==> src/rtl/id_ex_stage_if.sv <==
// rtl/id_ex_stage_if.sv - ID/EX stage bundle: decoded ID inputs, registered EX outputs, hazard status
interface id_ex_stage_if #(
    parameter int DATA_W     = 16,
    parameter int REG_ADDR_W = 4,
    parameter int OPC_W      = 4
);
    logic                  id_valid;
    logic [OPC_W-1:0]      id_opCode;
    logic [7:0]            id_ctrl;
    logic [REG_ADDR_W-1:0] id_rs;
    logic [REG_ADDR_W-1:0] id_rt;
    logic [REG_ADDR_W-1:0] id_rd;
    logic                  id_uses_rs;
    logic                  id_uses_rt;
    logic [DATA_W-1:0]     id_srcA;
    logic [DATA_W-1:0]     id_srcB;
    logic [DATA_W-1:0]     id_imm;
    logic [DATA_W-1:0]     id_pcNext;
    logic                  flush;

    logic                  ex_valid;
    logic [OPC_W-1:0]      ex_opCode;
    logic [7:0]            ex_ctrl;
    logic [REG_ADDR_W-1:0] ex_rs;
    logic [REG_ADDR_W-1:0] ex_rt;
    logic [REG_ADDR_W-1:0] ex_rd;
    logic [DATA_W-1:0]     ex_srcA;
    logic [DATA_W-1:0]     ex_srcB;
    logic [DATA_W-1:0]     ex_imm;
    logic [DATA_W-1:0]     ex_pcNext;
    logic                  stall;
    logic                  halted;

    modport master (
        output id_valid, id_opCode, id_ctrl, id_rs, id_rt, id_rd, id_uses_rs, id_uses_rt,
               id_srcA, id_srcB, id_imm, id_pcNext, flush,
        input  ex_valid, ex_opCode, ex_ctrl, ex_rs, ex_rt, ex_rd,
               ex_srcA, ex_srcB, ex_imm, ex_pcNext, stall, halted
    );

    modport slave (
        input  id_valid, id_opCode, id_ctrl, id_rs, id_rt, id_rd, id_uses_rs, id_uses_rt,
               id_srcA, id_srcB, id_imm, id_pcNext, flush,
        output ex_valid, ex_opCode, ex_ctrl, ex_rs, ex_rt, ex_rd,
               ex_srcA, ex_srcB, ex_imm, ex_pcNext, stall, halted
    );
endinterface

==> src/rtl/id_ex_stage.sv <==
// rtl/id_ex_stage.sv - ID/EX pipeline register with load-use stall, flush bubbles and sticky halt
module id_ex_stage #(
    parameter int DATA_W     = 16,
    parameter int REG_ADDR_W = 4,
    parameter int OPC_W      = 4
) (
    input  logic             clk,
    input  logic             rst,
    id_ex_stage_if.slave     bus
);
    localparam logic [OPC_W-1:0] OPC_HLT = '1;

    logic                  valid_q;
    logic [OPC_W-1:0]      opc_q;
    logic [7:0]            ctrl_q;
    logic [REG_ADDR_W-1:0] rs_q, rt_q, rd_q;
    logic [DATA_W-1:0]     src_a_q, src_b_q, imm_q, pc_next_q;
    logic                  halted_q;
    logic                  lu;

    // Load in EX whose destination is read by the instruction waiting in ID.
    always_comb begin
        lu = valid_q && ctrl_q[7] && (rd_q != '0) && bus.id_valid &&
             ((bus.id_uses_rs && (bus.id_rs == rd_q)) ||
              (bus.id_uses_rt && (bus.id_rt == rd_q)));
    end

    assign bus.stall     = halted_q | (lu & ~bus.flush);
    assign bus.halted    = halted_q;
    assign bus.ex_valid  = valid_q;
    assign bus.ex_opCode = opc_q;
    assign bus.ex_ctrl   = ctrl_q;
    assign bus.ex_rs     = rs_q;
    assign bus.ex_rt     = rt_q;
    assign bus.ex_rd     = rd_q;
    assign bus.ex_srcA   = src_a_q;
    assign bus.ex_srcB   = src_b_q;
    assign bus.ex_imm    = imm_q;
    assign bus.ex_pcNext = pc_next_q;

    always_ff @(posedge clk) begin
        if (rst) begin
            valid_q   <= 1'b0;
            opc_q     <= '0;
            ctrl_q    <= '0;
            rs_q      <= '0;
            rt_q      <= '0;
            rd_q      <= '0;
            src_a_q   <= '0;
            src_b_q   <= '0;
            imm_q     <= '0;
            pc_next_q <= '0;
            halted_q  <= 1'b0;
        end else begin
            if (valid_q && (opc_q == OPC_HLT) && !bus.flush) begin
                halted_q <= 1'b1;
            end
            // Bubbles zero only valid/opcode/ctrl; the datapath fields keep their old values.
            if (bus.flush || halted_q || lu) begin
                valid_q <= 1'b0;
                opc_q   <= '0;
                ctrl_q  <= '0;
            end else begin
                valid_q   <= bus.id_valid;
                opc_q     <= bus.id_opCode;
                ctrl_q    <= bus.id_valid ? bus.id_ctrl : 8'h00;
                rs_q      <= bus.id_rs;
                rt_q      <= bus.id_rt;
                rd_q      <= bus.id_rd;
                src_a_q   <= bus.id_srcA;
                src_b_q   <= bus.id_srcB;
                imm_q     <= bus.id_imm;
                pc_next_q <= bus.id_pcNext;
            end
        end
    end
endmodule

==> src/flat_wrapper.sv <==
// flat-port wrapper written by rule: the top's interface ports become plain ports
module id_ex_stage_flat 
#(
    parameter int DATA_W     = 16,
    parameter int REG_ADDR_W = 4,
    parameter int OPC_W      = 4
)
  (clk, rst, bus_id_valid, bus_id_opCode, bus_id_ctrl, bus_id_rs, bus_id_rt, bus_id_rd, bus_id_uses_rs, bus_id_uses_rt, bus_id_srcA, bus_id_srcB, bus_id_imm, bus_id_pcNext, bus_flush, bus_ex_valid, bus_ex_opCode, bus_ex_ctrl, bus_ex_rs, bus_ex_rt, bus_ex_rd, bus_ex_srcA, bus_ex_srcB, bus_ex_imm, bus_ex_pcNext, bus_stall, bus_halted);
  id_ex_stage_if #(.DATA_W(DATA_W), .REG_ADDR_W(REG_ADDR_W), .OPC_W(OPC_W)) bus_i ();
  input  logic clk;
  input  logic rst;
  input wire logic [$bits(bus_i.id_valid)-1:0] bus_id_valid;
  input wire logic [$bits(bus_i.id_opCode)-1:0] bus_id_opCode;
  input wire logic [$bits(bus_i.id_ctrl)-1:0] bus_id_ctrl;
  input wire logic [$bits(bus_i.id_rs)-1:0] bus_id_rs;
  input wire logic [$bits(bus_i.id_rt)-1:0] bus_id_rt;
  input wire logic [$bits(bus_i.id_rd)-1:0] bus_id_rd;
  input wire logic [$bits(bus_i.id_uses_rs)-1:0] bus_id_uses_rs;
  input wire logic [$bits(bus_i.id_uses_rt)-1:0] bus_id_uses_rt;
  input wire logic [$bits(bus_i.id_srcA)-1:0] bus_id_srcA;
  input wire logic [$bits(bus_i.id_srcB)-1:0] bus_id_srcB;
  input wire logic [$bits(bus_i.id_imm)-1:0] bus_id_imm;
  input wire logic [$bits(bus_i.id_pcNext)-1:0] bus_id_pcNext;
  input wire logic [$bits(bus_i.flush)-1:0] bus_flush;
  output wire logic [$bits(bus_i.ex_valid)-1:0] bus_ex_valid;
  output wire logic [$bits(bus_i.ex_opCode)-1:0] bus_ex_opCode;
  output wire logic [$bits(bus_i.ex_ctrl)-1:0] bus_ex_ctrl;
  output wire logic [$bits(bus_i.ex_rs)-1:0] bus_ex_rs;
  output wire logic [$bits(bus_i.ex_rt)-1:0] bus_ex_rt;
  output wire logic [$bits(bus_i.ex_rd)-1:0] bus_ex_rd;
  output wire logic [$bits(bus_i.ex_srcA)-1:0] bus_ex_srcA;
  output wire logic [$bits(bus_i.ex_srcB)-1:0] bus_ex_srcB;
  output wire logic [$bits(bus_i.ex_imm)-1:0] bus_ex_imm;
  output wire logic [$bits(bus_i.ex_pcNext)-1:0] bus_ex_pcNext;
  output wire logic [$bits(bus_i.stall)-1:0] bus_stall;
  output wire logic [$bits(bus_i.halted)-1:0] bus_halted;
  assign bus_i.id_valid = bus_id_valid;
  assign bus_i.id_opCode = bus_id_opCode;
  assign bus_i.id_ctrl = bus_id_ctrl;
  assign bus_i.id_rs = bus_id_rs;
  assign bus_i.id_rt = bus_id_rt;
  assign bus_i.id_rd = bus_id_rd;
  assign bus_i.id_uses_rs = bus_id_uses_rs;
  assign bus_i.id_uses_rt = bus_id_uses_rt;
  assign bus_i.id_srcA = bus_id_srcA;
  assign bus_i.id_srcB = bus_id_srcB;
  assign bus_i.id_imm = bus_id_imm;
  assign bus_i.id_pcNext = bus_id_pcNext;
  assign bus_i.flush = bus_flush;
  assign bus_ex_valid = bus_i.ex_valid;
  assign bus_ex_opCode = bus_i.ex_opCode;
  assign bus_ex_ctrl = bus_i.ex_ctrl;
  assign bus_ex_rs = bus_i.ex_rs;
  assign bus_ex_rt = bus_i.ex_rt;
  assign bus_ex_rd = bus_i.ex_rd;
  assign bus_ex_srcA = bus_i.ex_srcA;
  assign bus_ex_srcB = bus_i.ex_srcB;
  assign bus_ex_imm = bus_i.ex_imm;
  assign bus_ex_pcNext = bus_i.ex_pcNext;
  assign bus_stall = bus_i.stall;
  assign bus_halted = bus_i.halted;
  id_ex_stage #(.DATA_W(DATA_W), .REG_ADDR_W(REG_ADDR_W), .OPC_W(OPC_W)) u_core (.clk(clk), .rst(rst), .bus(bus_i));
endmodule
==> config.mk <==
export PLATFORM = sky130hd
export DESIGN_NAME = id_ex_stage_flat
export DESIGN_NICKNAME = d
export VERILOG_FILES = /design/src/rtl/id_ex_stage_if.sv /design/src/rtl/id_ex_stage.sv /design/src/flat_wrapper.sv
export SDC_FILE = /design/constraint.sdc
export NUM_CORES = 1
export LEC_CHECK = 0
export BUFFER_PORTS_ARGS = -buffer_cell sky130_fd_sc_hd__buf_2
export CAP_MARGIN = 10
export CORE_AREA = 2 2 97 99
export CTS_CLUSTER_DIAMETER = 50
export DETAILED_ROUTE_END_ITERATION = 12
export DIE_AREA = 0 0 99 101
export GPL_ROUTABILITY_DRIVEN = 0
export PLACE_DENSITY = 0.77
export SKIP_CTS_REPAIR_TIMING = 1
export SYNTH_ARGS = -nofsm -noshare
export SYNTH_HDL_FRONTEND = slang
export SYNTH_SLANG_ARGS = --single-unit
==> constraint.sdc <==
create_clock -name clk -period 2.6 [get_ports clk]
set_clock_uncertainty 0.15 [all_clocks]
set_input_delay 0.39 -clock clk [delete_from_list [all_inputs] [get_ports clk]]
set_output_delay 0.39 -clock clk [all_outputs]
set_load 0.02 [all_outputs]
* After elaboration in Yosys (flattened, before gate mapping)
Cells that the tools add are included.
Cells by class: reduce and logical (&&, ||, !) cells 15, bitwise gates (word level) 4, eq/ne operators 3
Operators by type and width (count):
- 4-bit equality test | 2
- 1-bit logical AND | 8
- 4-bit equality test, second input constant | 1
- 4-bit nonzero test | 1
- 1-bit logical OR | 3
- 3-bit OR reduction | 1
- 1-bit inverter | 2
- 2-bit OR reduction | 1
- 1-bit bitwise AND | 1
- 1-bit logical NOT | 1
- 1-bit bitwise OR | 1
Storage, ports and cells: output and inout port bits 91, word-level logic and storage cells 33, register bits 90, bits of input ports 94

* Depth between registers and ports, before layout
Gate-level depths: netlist of run 1.
depth after elaboration 6, gate-level depth with buffers 8, mapped depth without buffers 5

* Least setup slack after synthesis of run 1
Ideal clock, no wire load.
kind register to output, start register u_core.rd_q[3], in the netlist u_core.bus.ex_rd[3], end output bus_stall, stages on the path, launching flop included 6, data required time 2.060 ns, setup slack 0.390 ns, arrival 1.670 ns, path buffers 0, cells stage by stage dfxtp_1 inv_1 a222oi_1 nor4b_1 nor2_1 o21bai_1
On the way: word-level cells in the longest chain between the ends 6, elaborated cells between the ends (all ways) 11, those cells by class eq/ne (2); bitwise (2); reduce/logical (7)
Ends and longest elaborated chain:
- from (decl) | line id_ex_stage.sv:16 | logic [REG_ADDR_W-1:0] rs_q, rt_q, rd_q;
- from (signal assigned) | line id_ex_stage.sv:69 | rd_q <= bus.id_rd;
- 4-bit equality test (tied with other cells) | line id_ex_stage.sv:24 | ((bus.id_uses_rs && (bus.id_rs == rd_q)) ||
- 1-bit logical AND (on tied branches) | line id_ex_stage.sv:24, id_ex_stage.sv:23, id_ex_stage.sv:25
- 1-bit logical OR or 1-bit logical AND (tied branches) | line id_ex_stage.sv:24, id_ex_stage.sv:23
- 1-bit logical AND * | line id_ex_stage.sv:23 | lu = valid_q && ctrl_q[7] && (rd_q != '0) && bus.id_valid &&
- 1-bit bitwise AND * | line id_ex_stage.sv:28 | assign bus.stall = halted_q | (lu & ~bus.flush);
- 1-bit bitwise OR * | line id_ex_stage.sv:28
- to (decl) | line flat_wrapper.sv:35 | output wire logic [$bits(bus_i.stall)-1:0] bus_stall;
Every way passes the cells marked *; elsewhere a longest branch is shown, timed or not.

* Final worst setup path of run 1
Same ends and word-level chain as after synthesis.

==> results_tabular.tex, run 1 <==
\begin{tabular}{lr}
\hline
Metric & Value \\
\hline
\multicolumn{2}{l}{\textbf{Worst setup path}} \\
Critical path type & reg2out \\
Depth of the worst register-to-register path & 8 \\
Highest-delay cell along the critical path & or4\_1 \\
CP max FO & 6 \\
Cell-by-cell listing of the critical path & or4\_1 > nand4\_1 > nor4b\_2 > buf\_4 > nor2\_2 > o21bai\_1 > buf\_4 \\
Arrival time of data at the critical path endpoint & 1960 ps \\
RR Endpoint & u\_core.bus.ex\_srcB[3] \\
Critical R2R Launch & u\_core.bus.ex\_rd[3] \\
Longest individual stage delay on the worst path & $\sim$520 ps \\
Setup crit start kind & register \\
Worst Setup End Kind & output port \\
Register-to-register setup slack & 190 ps \\
Cell with the most instances on the worst path & buf\_4 \\
Req. time, crit path & 2060 ps \\
\multicolumn{2}{l}{\textbf{Placement}} \\
Instance count after placement with tap cells included & 659 \\
HPWL after detailed placement & 6.75 mm \\
Total placed instance area & 4980 um2 \\
Port Buf Inserts & 184 \\
Setup slack at placement & 236 ps \\
\multicolumn{2}{l}{\textbf{Min path}} \\
Endpoint of the worst hold path & u\_core.bus.ex\_opCode[0] \\
Worst Min Path Start & bus\_id\_opCode[0] \\
Hold Path Stages & 2 \\
Hold crit path type & in2reg \\
\multicolumn{2}{l}{\textbf{Floorplan}} \\
Site row count & 35 \\
Die outline height & 101 um \\
Starting density of the core & 0.440 \\
Die area & 10000 um2 \\
Core Footprint & 8980 um2 \\
Ports placed on the boundary & 185 \\
Width of the die & 99 um \\
\multicolumn{2}{l}{\textbf{STA}} \\
Final Hold Violating Endpoints & 0 \\
Normalized max-slew margin & 0.682 \\
Fin. max-slew vios & 0 \\
Final critical-path setup slack & 97.8 ps \\
Post-layout min period & 2500 ps \\
Final number of setup-violating endpoints & 0 \\
Post-route clock period utilization & 0.962 \\
Max Clk Rate & 400 MHz \\
Slew of the pin with the lowest slew margin & between 400 and 500 ps \\
\multicolumn{2}{l}{\textbf{Drt}} \\
Vias after detailed routing & $\sim$3200 \\
Final routed DRC violation total & 0 \\
Post-DR vias/cell & 4.76 \\
Final WL & 9.21 mm \\
Count of nets left with antenna violations after detail routing & 0 \\
Number of design-rule violations left by the first detailed-router iteration & 70 \\
Average wire length per cell after detail routing & 13.6 um \\
First-pass iteration count of the detailed router & 4 \\
\multicolumn{2}{l}{\textbf{Clock network}} \\
TritonCTS Sinks & 90 \\
CTS clk-pin slew, worst paths & 90 ps \\
Cell at the root of the clock tree & clkbuf\_8 \\
Insertion delay to the later sink of the worst-skew pair & $\sim$360 ps \\
Clock buffers created by TritonCTS & 9 \\
Maximum clock path buffer count & 2 \\
H-tree levels & 3 \\
CTS tree & built \\
\multicolumn{2}{l}{\textbf{Pwr}} \\
Leakage power & 2.63 nW \\
Design internal power & around 0.0022 W \\
Clock network fraction of design power & 0.346 \\
Portion of total power attributed to combinational logic & 0.163 \\
Net switching fraction of the power & 0.268 \\
Worst vdd rail ir drop & 0.297 mV \\
Relative contribution of sequential cells to total power & 0.491 \\
Power density over the cells & 585 nW/um2 \\
Net switching power & slightly above 0.0008 W \\
\multicolumn{2}{l}{\textbf{Yosys}} \\
Synth Area per Inst & 10.3 um2 \\
Dominant cells by area after synthesis & dfxtp\_1 46\%, nand2b\_1 24\%, mux2i\_1 19\% \\
Share of the synthesized area in the top cell type & 0.457 \\
Sequential fraction of the synthesis area & 0.457 \\
Synthesized instance count & 382 \\
Nets in the synthesized netlist & 476 \\
Cell Area, Synth & 3950 um2 \\
Leading area contributor after synthesis & dfxtp\_1 \\
Total number of yosys warnings & 0 \\
Yosys reg bits & 90 \\
Number of distinct library cells after synthesis & 20 \\
\multicolumn{2}{l}{\textbf{Outcome}} \\
Run status & complete, no violations \\
\multicolumn{2}{l}{\textbf{Global routing}} \\
Via count of the first global-routing pass & 3197 \\
Overflow after GRT & 0 \\
Largest net degree at the start of global routing & 70 \\
First-pass GRT wire length & 14.8 mm \\
Global routing usage summed across all routing layers & 0.184 \\
Antenna violations before repair & 1 \\
\multicolumn{2}{l}{\textbf{Layout}} \\
Non-Filler Instances & 675 \\
Final std cell area, no fill & 5220 um2 \\
\# nets final & about 650 \\
Utilization of the core after routing & 0.581 \\
Antenna diode instance count & 0 \\
Proportion of layout cells with a drive suffix above 1 & 0.383 \\
Most common cell after layout, fill and taps aside & buf\_2 \\
Leading cell types in the layout, fill and taps excluded & 182 x buf\_2, 152 x nand2b\_1, 87 x dfxtp\_1, 76 x mux2i\_1 \\
Layout-stage area growth over the synthesis result & 32.2\% \\
\multicolumn{2}{l}{\textbf{Job}} \\
Number of max-cap violations & 0 \\
\hline
\end{tabular}
==> layer usage <==
metal  routed length, um  vias to the layer above  GRT usage
li1                    -                     1616          -
met1                4010                     1451      0.220
met2                4260                      128      0.303
met3                 816                       13     0.0687
met4                 113                        2     0.0643
met5                  13                        -          0
==> flip-flops by register name, summed over array words and instances (netlist names) <==
| name | count |
|---|---|
| u_core.bus.ex_pcNext | 16 |
| u_core.bus.ex_rs | 4 |
| u_core.bus.ex_opCode | 4 |
| u_core.bus.ex_rt | 4 |
| u_core.bus.ex_srcB | 16 |
| u_core.bus.ex_ctrl | 8 |
| u_core.bus.ex_srcA | 16 |
| u_core.bus.ex_valid | 1 |
| u_core.bus.ex_rd | 4 |
| u_core.bus.halted | 1 |
| u_core.bus.ex_imm | 16 |
==> worst max-delay path: cells and delay by family, from the launching register on <==
kind	cells	cell delay, ps
buf+inv	2	310
simple gates	4	840
flops	1	370
compound gates	1	80
==> cell families after synthesis <==
| kind of cell | synth area share |
|---|---|
| compound gates | 0.0155 |
| mux | 0.193 |
| xor+xnor | 0.00444 |
| simple gates | 0.288 |
| buf+inv | 0.0428 |
| flops | 0.457 |
==> power groups by stage <==
stage	combinational, W	clock (W)	sequential, W
after floorplan	0.000210	0	0.00163
after global placement	0.000488	0	0.00153
after detailed placement	0.000500	0	0.00153
after CTS	0.000501	0.00109	0.00150
after global routing	0.000541	0.00114	0.00151
final	0.000497	0.00106	0.00150
==> cell type report <==
class | count | area, um2
multi-input combinational | 259 | 2000
timing repair buffer | 194 | 1040
inverter | 5 | 18.8
clock inverter | 6 | 87.6
clock buffer | 10 | 128
sequential | 90 | 1810
tap | 111 | 139
fill | 807 | 3760
==> through the flow <==
stage          setup TNS, ps  power, W  hold slack (ps)
5_1_grt                -22.3   0.00319             87.3
3_3_place_gp               0   0.00202              304
3_5_place_dp               0   0.00203              308
4_1_cts                    0   0.00309             91.5
2_1_floorplan              0   0.00184              395
6_report                   0   0.00305              114
==> worst max path at each step <==
stage | from | end
2_1_floorplan | u_core.bus.ex_rd[3] | bus_stall
3_3_place_gp | u_core.bus.ex_rd[3] | u_core.bus.ex_ctrl[0]
3_5_place_dp | u_core.bus.ex_rd[3] | u_core.bus.ex_srcB[3]
4_1_cts | u_core.bus.ex_rd[2] | bus_stall
5_1_grt | u_core.bus.ex_rd[3] | bus_stall
6_report | u_core.bus.ex_rd[3] | bus_stall
==> synth_stat cells <==
library cell	count
a222oi_1	2
nor2_1	2
nand2b_1	152
clkbuf_1	18
buf_4	8
nor4b_1	2
o21bai_1	1
o211ai_1	2
mux2i_1	76
and3b_1	5
and4b_1	9
xnor2_1	2
nand4_1	1
or4_1	1
nor4_2	1
dfxtp_1	90
buf_6	2
o22ai_1	2
inv_1	5
a31oi_1	1
Power figures use the tool's default switching activity.
==> run 2: changes to the inputs <==
Settings changed: CELL_PAD_IN_SITES_DETAIL_PLACEMENT from default to 1, CELL_PAD_IN_SITES_GLOBAL_PLACEMENT from default to 2, CORE_AREA 2 2 97 99 to 2 2 124 126, DIE_AREA 0 0 99 101 to 0 0 126 128, PLACE_DENSITY 0.77 to 0.79.
==> results_tabular.tex, run 2 (same netlist as run 1, synthesis figures left out) <==
\begin{tabular}{lr}
\hline
Metric & Value \\
\hline
\multicolumn{2}{l}{\textbf{Outcome}} \\
Run status & complete, no violations (unchanged) \\
\multicolumn{2}{l}{\textbf{Layout}} \\
Final std cell area, no fill & 5440 um2 (was 5220 um2) \\
Layout filler cell count & 1745 (was 807) \\
Leading cell types in the layout, fill and taps excluded & 182 x buf\_2, 152 x nand2b\_1, 87 x dfxtp\_1, 76 x mux2i\_1, 10 x buf\_4 (was 182 x buf\_2, 152 x nand2b\_1, 87 x dfxtp\_1, 76 x mux2i\_1) \\
Non-Filler Instances & 755 (was 675) \\
Layout-stage area growth over the synthesis result & 37.9\% (was 32.2\%) \\
Sequential cell area & 1810 um2 (unchanged) \\
Multi-input combinational cell area & 2000 um2 (unchanged) \\
Most common cell after layout, fill and taps aside & buf\_2 (unchanged) \\
Proportion of layout cells with a drive suffix above 1 & 0.385 (was 0.383) \\
\# nets final & 655 (was 653) \\
\multicolumn{2}{l}{\textbf{Floorplan}} \\
Core Footprint & 14900 um2 (was 8980 um2) \\
Site row count & 45 (was 35) \\
Width of the die & 126 um (was 99 um) \\
Die area & 16100 um2 (was 10000 um2) \\
Die outline height & 128 um (was 101 um) \\
Starting density of the core & 0.265 (was 0.440) \\
Ports placed on the boundary & 185 (unchanged) \\
\multicolumn{2}{l}{\textbf{Drt}} \\
First-pass iteration count of the detailed router & 4 (unchanged) \\
Final WL & 11.1 mm (was 9.21 mm) \\
Vias after detailed routing & 3273 (was 3210) \\
Average wire length per cell after detail routing & 14.7 um (was 13.6 um) \\
Post-DR vias/cell & 4.34 (was 4.76) \\
Final routed DRC violation total & 0 (unchanged) \\
Number of design-rule violations left by the first detailed-router iteration & 105 (was 70) \\
Count of nets left with antenna violations after detail routing & 0 (unchanged) \\
\multicolumn{2}{l}{\textbf{Clock network}} \\
Maximum clock path buffer count & 2 (unchanged) \\
CTS clk-pin slew, worst paths & 60 ps (was 90 ps) \\
Insertion delay to the later sink of the worst-skew pair & 340 ps (was 360 ps) \\
TritonCTS Sinks & 90 (unchanged) \\
Clock buffers created by TritonCTS & 9 (unchanged) \\
Cell at the root of the clock tree & clkbuf\_16 (was clkbuf\_8) \\
CTS tree & built (unchanged) \\
H-tree levels & 3 (unchanged) \\
\multicolumn{2}{l}{\textbf{Pwr}} \\
Net switching power & 0.000869 W (was 0.000819 W) \\
Design internal power & 0.00256 W (was 0.00224 W) \\
Worst vdd rail ir drop & 0.317 mV (was 0.297 mV) \\
Relative contribution of sequential cells to total power & 0.438 (was 0.491) \\
Clock network fraction of design power & 0.413 (was 0.346) \\
Power density over the cells & 630 nW/um2 (was 585 nW/um2) \\
Leakage power & 2.69 nW (was 2.63 nW) \\
Post-route total power & 0.00343 W (was 0.00305 W) \\
Net switching fraction of the power & 0.253 (was 0.268) \\
Portion of total power attributed to combinational logic & 0.149 (was 0.163) \\
\multicolumn{2}{l}{\textbf{Worst setup path}} \\
Worst Setup End Kind & register (was output port) \\
Depth of the worst register-to-register path & 7 (was 8) \\
Critical R2R Launch & u\_core.bus.ex\_rd[3] (unchanged) \\
Register-to-register setup slack & 90 ps (was 190 ps) \\
Req. time, crit path & 2710 ps (was 2060 ps) \\
CP max FO & 50 (was 6) \\
Arrival time of data at the critical path endpoint & 2620 ps (was 1960 ps) \\
Critical path type & reg2reg (was reg2out) \\
Setup crit start kind & register (unchanged) \\
RR Endpoint & u\_core.bus.ex\_srcA[6] (was u\_core.bus.ex\_srcB[3]) \\
\multicolumn{2}{l}{\textbf{STA}} \\
Slew of the pin with the lowest slew margin & 454 ps (was 477 ps) \\
Post-Route Hold Slack & 139 ps (was 114 ps) \\
Normalized max-slew margin & 0.697 (was 0.682) \\
Final Hold Violating Endpoints & 0 (unchanged) \\
Post-route clock period utilization & 0.964 (was 0.962) \\
Unrepaired setup endpoints after global routing & false \\
Post-layout min period & 2510 ps (was 2500 ps) \\
Fin. max-slew vios & 0 (unchanged) \\
Max Clk Rate & 399 MHz (was 400 MHz) \\
Final number of setup-violating endpoints & 0 (unchanged) \\
Accumulated negative setup slack & 0 ps (unchanged) \\
\multicolumn{2}{l}{\textbf{Job}} \\
Number of max-cap violations & 0 (unchanged) \\
\multicolumn{2}{l}{\textbf{Min path}} \\
Hold crit path type & in2reg (unchanged) \\
Hold Path Stages & 2 (unchanged) \\
Worst Min Path Start & bus\_id\_opCode[3] (was bus\_id\_opCode[0]) \\
Endpoint of the worst hold path & u\_core.bus.ex\_opCode[3] (was u\_core.bus.ex\_opCode[0]) \\
\multicolumn{2}{l}{\textbf{Global routing}} \\
Largest net degree at the start of global routing & 58 (was 70) \\
Global routing usage summed across all routing layers & 0.137 (was 0.184) \\
First-pass GRT wire length & 17.4 mm (was 14.8 mm) \\
Antenna violations before repair & 1 (unchanged) \\
Via count of the first global-routing pass & 3377 (was 3197) \\
Overflow after GRT & 0 (unchanged) \\
\multicolumn{2}{l}{\textbf{Placement}} \\
Instance count after placement with tap cells included & 735 (was 659) \\
HPWL after detailed placement & 8.05 mm (was 6.75 mm) \\
Total placed instance area & 5070 um2 (was 4980 um2) \\
Port Buf Inserts & 184 (unchanged) \\
\hline
\end{tabular}
[run 2: final cells by class]
class | instances | area share
multi-input combinational | 259 | 0.367
sequential | 90 | 0.332
timing repair buffer | 196 | 0.194
clock buffer | 11 | 0.0446
tap | 188 | 0.0432
clock inverter | 5 | 0.0143
inverter | 5 | 0.00345
antenna | 1 | 0.000460
[run 2: through the flow]
stage          worst slack [ps]  utilization
3_5_place_dp                123        0.341
5_1_grt                    3.54        0.366
6_report                   92.4        0.366
4_1_cts                   -12.9        0.363
2_1_floorplan               390            -
3_3_place_gp                267        0.341
[run 2: worst max-delay path by stage]
stage / slack [ps] / endpoint / from
6_report: 90 / u_core.bus.ex_srcA[6] / u_core.bus.ex_rd[3]
2_1_floorplan: 390 / bus_stall / u_core.bus.ex_rd[3]
4_1_cts: -10 / bus_stall / u_core.bus.ex_rd[3]
3_3_place_gp: 270 / u_core.bus.ex_ctrl[4] / u_core.bus.ex_rd[3]
3_5_place_dp: 120 / u_core.bus.ex_srcA[6] / u_core.bus.ex_rd[3]
5_1_grt: 4 / bus_stall / u_core.bus.ex_rd[0]
[run 2: per-layer routing]
metal / vias up / wire length (um) / track usage
met5: - / 0 / 0
met4: 0 / 227 / 0.0627
met3: 15 / 754 / 0.0405
met2: 110 / 5160 / 0.226
met1: 1532 / 4920 / 0.165
li1: 1616 / - / -
[run 2: power by group through the flow]
stage / Sequential, W / Combinational (W) / Clock [W]
global placement: 0.00153 / 0.000497 / 0
floorplan: 0.00163 / 0.000210 / 0
CTS: 0.00150 / 0.000512 / 0.00148
finish: 0.00150 / 0.000510 / 0.00142
global route: 0.00151 / 0.000556 / 0.00154
detailed placement: 0.00153 / 0.000511 / 0
[run 2: critical path, stage by stage (launching register included)]
cell     delay [ps]
dfxtp_4         350
or4_1           510
nand4_1         160
nor4b_2          70
buf_4           150
nor4_4          370
buf_12          360
mux2i_1         250
